[src/rtl/pc_unit.sv]
`default_nettype none
// ============================================================================
// Module      : pc_unit
// Description : Program counter with redirect, stall and a circular
//               return-address stack for call/return prediction.
// Revision    : 1.0 - initial release
// ============================================================================
module pc_unit #(
    parameter int               WIDTH        = 32,
    parameter logic [WIDTH-1:0] RESET_VECTOR = '0,
    parameter int               STEP         = 4,
    parameter int               RAS_DEPTH    = 4
) (
    input  logic             clk,
    input  logic             rstn,
    input  logic             stall,
    input  logic             redirect,
    input  logic [WIDTH-1:0] redirect_pc,
    input  logic             call,
    input  logic [WIDTH-1:0] call_target,
    input  logic             ret,
    output logic [WIDTH-1:0] pc,
    output logic             pc_valid,
    output logic             ras_empty,
    output logic             ras_full,
    output logic             ras_overflow,
    output logic             ras_underflow
);

    localparam int               c_ptr_w      = $clog2(RAS_DEPTH);
    localparam int               c_cnt_w      = c_ptr_w + 1;
    localparam logic [WIDTH-1:0] c_step       = WIDTH'(STEP);
    localparam logic [WIDTH-1:0] c_align_mask = ~WIDTH'(STEP - 1);
    localparam logic [c_ptr_w-1:0] c_ptr_one  = c_ptr_w'(1);
    localparam logic [c_cnt_w-1:0] c_cnt_one  = c_cnt_w'(1);
    localparam logic [c_cnt_w-1:0] c_depth    = c_cnt_w'(RAS_DEPTH);

    typedef enum logic [0:0] {
        BOOT = 1'b0,
        RUN  = 1'b1
    } state_t;

    state_t             r_state;
    state_t             w_state_next;
    logic [WIDTH-1:0]   r_pc;
    logic [WIDTH-1:0]   w_pc_next;
    logic [WIDTH-1:0]   w_seq_pc;
    logic [WIDTH-1:0]   r_stack [RAS_DEPTH];
    logic [c_ptr_w-1:0] r_sp;
    logic [c_ptr_w-1:0] w_top_idx;
    logic [c_cnt_w-1:0] r_count;
    logic               w_push;
    logic               w_pop;
    logic               w_ovf;
    logic               w_unf;
    logic               r_ovf;
    logic               r_unf;
    logic               w_empty;
    logic               w_full;

    assign w_seq_pc  = r_pc + c_step;
    // r_sp points at the next free slot, so the top entry sits one below it
    assign w_top_idx = r_sp - c_ptr_one;
    assign w_empty   = (r_count == '0);
    assign w_full    = (r_count == c_depth);

    always_comb begin
        w_state_next = r_state;
        w_pc_next    = r_pc;
        w_push       = 1'b0;
        w_pop        = 1'b0;
        w_ovf        = 1'b0;
        w_unf        = 1'b0;
        case (r_state)
            BOOT: begin
                w_state_next = RUN;
            end
            RUN: begin
                w_state_next = RUN;
                if (redirect) begin
                    w_pc_next = redirect_pc & c_align_mask;
                end else if (stall) begin
                    w_pc_next = r_pc;
                end else if (ret) begin
                    if (w_empty) begin
                        w_pc_next = w_seq_pc;
                        w_unf     = 1'b1;
                    end else begin
                        w_pc_next = r_stack[w_top_idx];
                        w_pop     = 1'b1;
                    end
                end else if (call) begin
                    w_pc_next = call_target & c_align_mask;
                    w_push    = 1'b1;
                    w_ovf     = w_full;
                end else begin
                    w_pc_next = w_seq_pc;
                end
            end
            default: begin
                w_state_next = BOOT;
            end
        endcase
    end

    always_ff @(posedge clk or posedge rstn) begin
        if (rstn) begin
            r_state <= BOOT;
            r_pc    <= RESET_VECTOR;
            r_sp    <= '0;
            r_count <= '0;
            r_ovf   <= 1'b0;
            r_unf   <= 1'b0;
        end else begin
            r_state <= w_state_next;
            r_pc    <= w_pc_next;
            r_ovf   <= w_ovf;
            r_unf   <= w_unf;
            if (w_push) begin
                r_sp <= r_sp + c_ptr_one;
                // A push while full overwrites the oldest slot; depth stays saturated
                if (!w_full) begin
                    r_count <= r_count + c_cnt_one;
                end
            end else if (w_pop) begin
                r_sp    <= w_top_idx;
                r_count <= r_count - c_cnt_one;
            end
        end
    end

    always_ff @(posedge clk) begin
        if (w_push) begin
            r_stack[r_sp] <= w_seq_pc;
        end
    end

    assign pc            = r_pc;
    assign pc_valid      = (r_state == RUN);
    assign ras_empty     = w_empty;
    assign ras_full      = w_full;
    assign ras_overflow  = r_ovf;
    assign ras_underflow = r_unf;

endmodule
`default_nettype wire

[config.mk]
export PLATFORM = sky130hd
export DESIGN_NAME = pc_unit
export DESIGN_NICKNAME = d
export VERILOG_FILES = /design/src/rtl/pc_unit.sv
export SDC_FILE = /design/constraint.sdc
export NUM_CORES = 1
export LEC_CHECK = 0
export ABC_AREA = 1
export ABC_CLOCK_PERIOD_IN_PS = 2700
export BUFFER_PORTS_ARGS = -buffer_cell sky130_fd_sc_hd__buf_2
export CORE_MARGIN = 5
export CORE_UTILIZATION = 30
export DETAILED_ROUTE_END_ITERATION = 12
export GPL_TIMING_DRIVEN = 0
export MAX_ROUTING_LAYER = met4
export PLACE_DENSITY = 0.48
export SETUP_SLACK_MARGIN = 0.5
export SYNTH_ARGS = -nofsm -noshare
export SYNTH_HDL_FRONTEND = slang
export SYNTH_SLANG_ARGS = --single-unit
[constraint.sdc]
create_clock -name clk -period 2.7 [get_ports clk]
set_input_delay 0.54 -clock clk [delete_from_list [all_inputs] [get_ports clk]]
set_output_delay 0.54 -clock clk [all_outputs]
set_load 0.02 [all_outputs]
==> reports/qor.txt <==
Outcome = finished, final reports clean
Antenna-violating nets left = 0
Highest-count cells in the layout ignoring fill and taps = nand2_1, nor2_1, edfxtp_1, buf_2, o21ai_0
TritonCTS buffer count = 17
Number of global-route vias before repair = 6,558
CTS max path bufs = 2
Worst-path fanout max = 6
Util after Layout = 0.378
CTS HTree Levels = 4
Share of cells above drive strength 1 = 0.223
Die width = 176 µm
Mapped Area = 8280 µm²
Syn avg cell area = 9.16 µm²
Dpl cells = 1,352
Critical Path Source = r_sp[0]$_DFFE_PP0P_
Post-synth net total = 980
Worst R2R Start = r_sp[0]$_DFFE_PP0P_
Fin. Hold Viols = 0
CP Data Arrival Time = 2.47 ns
Buffers on Ports = 102
Dpl hpwl = 21,000 µm
Area Growth Syn to Fin = 23.6%
Final cell count without fillers = 1,398
Worst Setup Slack, final = 0.557 ns
Hold slack final = 0.146 ns
Via count = 6,848
Clk_lat worst skew = 0.43 ns
CTS sink count = 168
Largest net degree at the start of global routing = 25
Post-synthesis sequential area ratio = 0.585
FF-to-FF setup slack = 0.56 ns
Total track usage = 0.191
CP Cell Sequence = inv_2 > buf_6 > buf_12 > ha_4 > buf_8 > inv_6 > bufbuf_16 > o21ai_1 > o22ai_1 > a21oi_2 > nand2_1 > nand2_1 > nand2_1
DR DRC count = 0
RSZ-0062 raised after global routing = true
Maximum vdd drop = 582 µV
Commonest non-fill, non-tap cell in the layout = nand2_1
Clock root cell = clkbuf_16
FP Rows = 60
Placer Congestion = 0.876
Critical Path RT = 3.02 ns
Starting Density = 0.306
Routed len/inst = 20.9 µm
Yosys top cell by area = edfxtp_1
Sum Neg Setup Slack = 0 ns
First-pass GRT wire length = 42,400 µm
Fin crit share = 0.794
Top post-synthesis cells by area = edfxtp_1, dfrtp_1, nand2_1
Reg-to-Reg End = pc[25]$_DFFE_PP0P_
Final wirelength = 29,300 µm
Slew Viols, Final = 0
Slew HR = 0.400
DRT Pass-1 Iters = 5
Unique cell type count in the Yosys netlist = 40
Async set or reset register ratio after synthesis = 0.238
Nature of the critical path endpoint = flip-flop
PD cells = 1010 nW/µm²
Fmax = 467 MHz
Critical path's largest stage delay = 0.41 ns
Initial DRC Count = 483
CTS tree = built
DR vias/cell = 4.90
Antenna diodes = 0
Critical path type = flip-flop to flip-flop
Period minus WS final = 2.14 ns
Crit path to = pc[25]$_DFFE_PP0P_
Final Setup Violations = 0
Tot Pwr = 10.4 mW
Placed Area = 9350 µm²
Die area = 31,000 µm²
Top FF cell, synth = edfxtp_1
Reg2Reg Depth = 13
Critical-path top delay cell = dfrtp_2
Total grt overflow = 0
CP dominant cell by count = nand2_1
Critical Path Start Type = flip-flop
Post-route cell area = 10,200 µm²
Clk_skew = 0.00929 ns
Min-delay worst type = primary input to asynchronous set/reset pin
Worst slew pin tran = 0.900 ns
Post-synthesis cell count = 904
Core Box Area = 27,000 µm²
Chip Height = 176 µm
I/O pin total = 107
Leakage = 4.18 nW
# Max-Cap Violations = 0
Fin nets = 1,120
Post-synth EDFFs = 128
Clk slew on worst S/H paths = 0.07 ns
Top cell type's share of synthesized area = 0.464
Pre-CTS WS = -0.476 ns
Antenna violations before repair = 0
Flops & latches, synth = 168
Synth warnings = 0
layout make-up:
cell class,count,area (µm²)
inverter,45,174
clock inverter,8,121
buffer,41,278
sequential,168,4850
fill,2837,16800
clock buffer,24,483
tap,341,427
timing repair buffer,121,766
multi-input combinational,650,3130
per-layer routing:
metal / wire (µm) / vias up / global-route usage
met5: 0 / - / -
met1: 13700 / 3337 / 0.268
met2: 13800 / 187 / 0.301
li1: - / 3301 / -
met4: 354 / 0 / 0.0484
met3: 1410 / 23 / 0.0201
critical path, delay by kind of cell, from the launching register on:
| family | cells | cell delay (ns) |
|---|---|---|
| flip-flops | 1 | 0.41 |
| AND/OR/NAND/NOR | 3 | 0.21 |
| adder cells (fa/ha/maj) | 1 | 0.26 |
| AO/OA/AOI/OAI | 3 | 0.42 |
| buffers and inverters | 6 | 0.73 |
power breakdown:
| part | switching, mW | internal, mW |
|---|---|---|
| clock network | 1.02 | 1.54 |
| logic | 2.75 | 1.62 |
| registers | 0.309 | 3.12 |
| total | 4.08 | 6.28 |
Yosys cell counts (3+ instances only):
| cell | count |
|---|---|
| a21oi_1 | 38 |
| and2_1 | 8 |
| buf_2 | 18 |
| buf_4 | 5 |
| clkbuf_1 | 18 |
| dfrtp_1 | 40 |
| edfxtp_1 | 128 |
| ha_1 | 5 |
| inv_1 | 42 |
| inv_2 | 3 |
| nand2_1 | 251 |
| nand2_2 | 5 |
| nand3_1 | 38 |
| nand3b_1 | 5 |
| nand4_1 | 7 |
| nor2_1 | 134 |
| nor2_2 | 10 |
| nor2_4 | 5 |
| nor3_1 | 4 |
| o21ai_0 | 76 |
| o22ai_1 | 19 |
| or2_2 | 13 |
| xor2_1 | 11 |
logic make-up after synthesis:
group | Yosys count | share of synthesized area
simple gates | 485 | 0.249
buf+inv | 86 | 0.0440
compound gates | 142 | 0.0914
fa+ha+maj | 6 | 0.00998
xor+xnor | 16 | 0.0196
other cells | 1 | 0.000453
flops | 168 | 0.585
flip-flops by register name (all words and copies together) (netlist names):
name           cells
ras_overflow       1
ras_underflow      1
r_stack          128
r_count            3
pc                32
r_sp               2
pc_valid           1
what timing repair did:
| item | CTS | global route |
|---|---|---|
| resized for setup | 34 | 11 |
| hold buffers | 0 | 0 |
| setup endpoints to repair | 80 | 115 |
| buffers inserted | 4 | 8 |
| pin swaps | 5 | 10 |
| gates cloned | 2 | 0 |
worst min-delay path by stage:
stage | slack, ns | depth (start not counted) | start | to
after floorplan | 0.50 | 0 | pc[0]$_DFFE_PP0P_ | r_stack[0][0]$_DFFE_PP_
after detailed placement | 0.55 | 2 | r_sp[1]$_DFFE_PP0P_ | r_sp[1]$_DFFE_PP0P_
after global routing | 0.18 | 2 | rstn | pc[1]$_DFFE_PP0P_
after global placement | 0.54 | 2 | r_sp[1]$_DFFE_PP0P_ | r_sp[1]$_DFFE_PP0P_
final | 0.15 | 2 | rstn | pc[1]$_DFFE_PP0P_
after CTS | 0.15 | 2 | rstn | pc[1]$_DFFE_PP0P_
No activity file was read; power rests on OpenSTA's default activity.
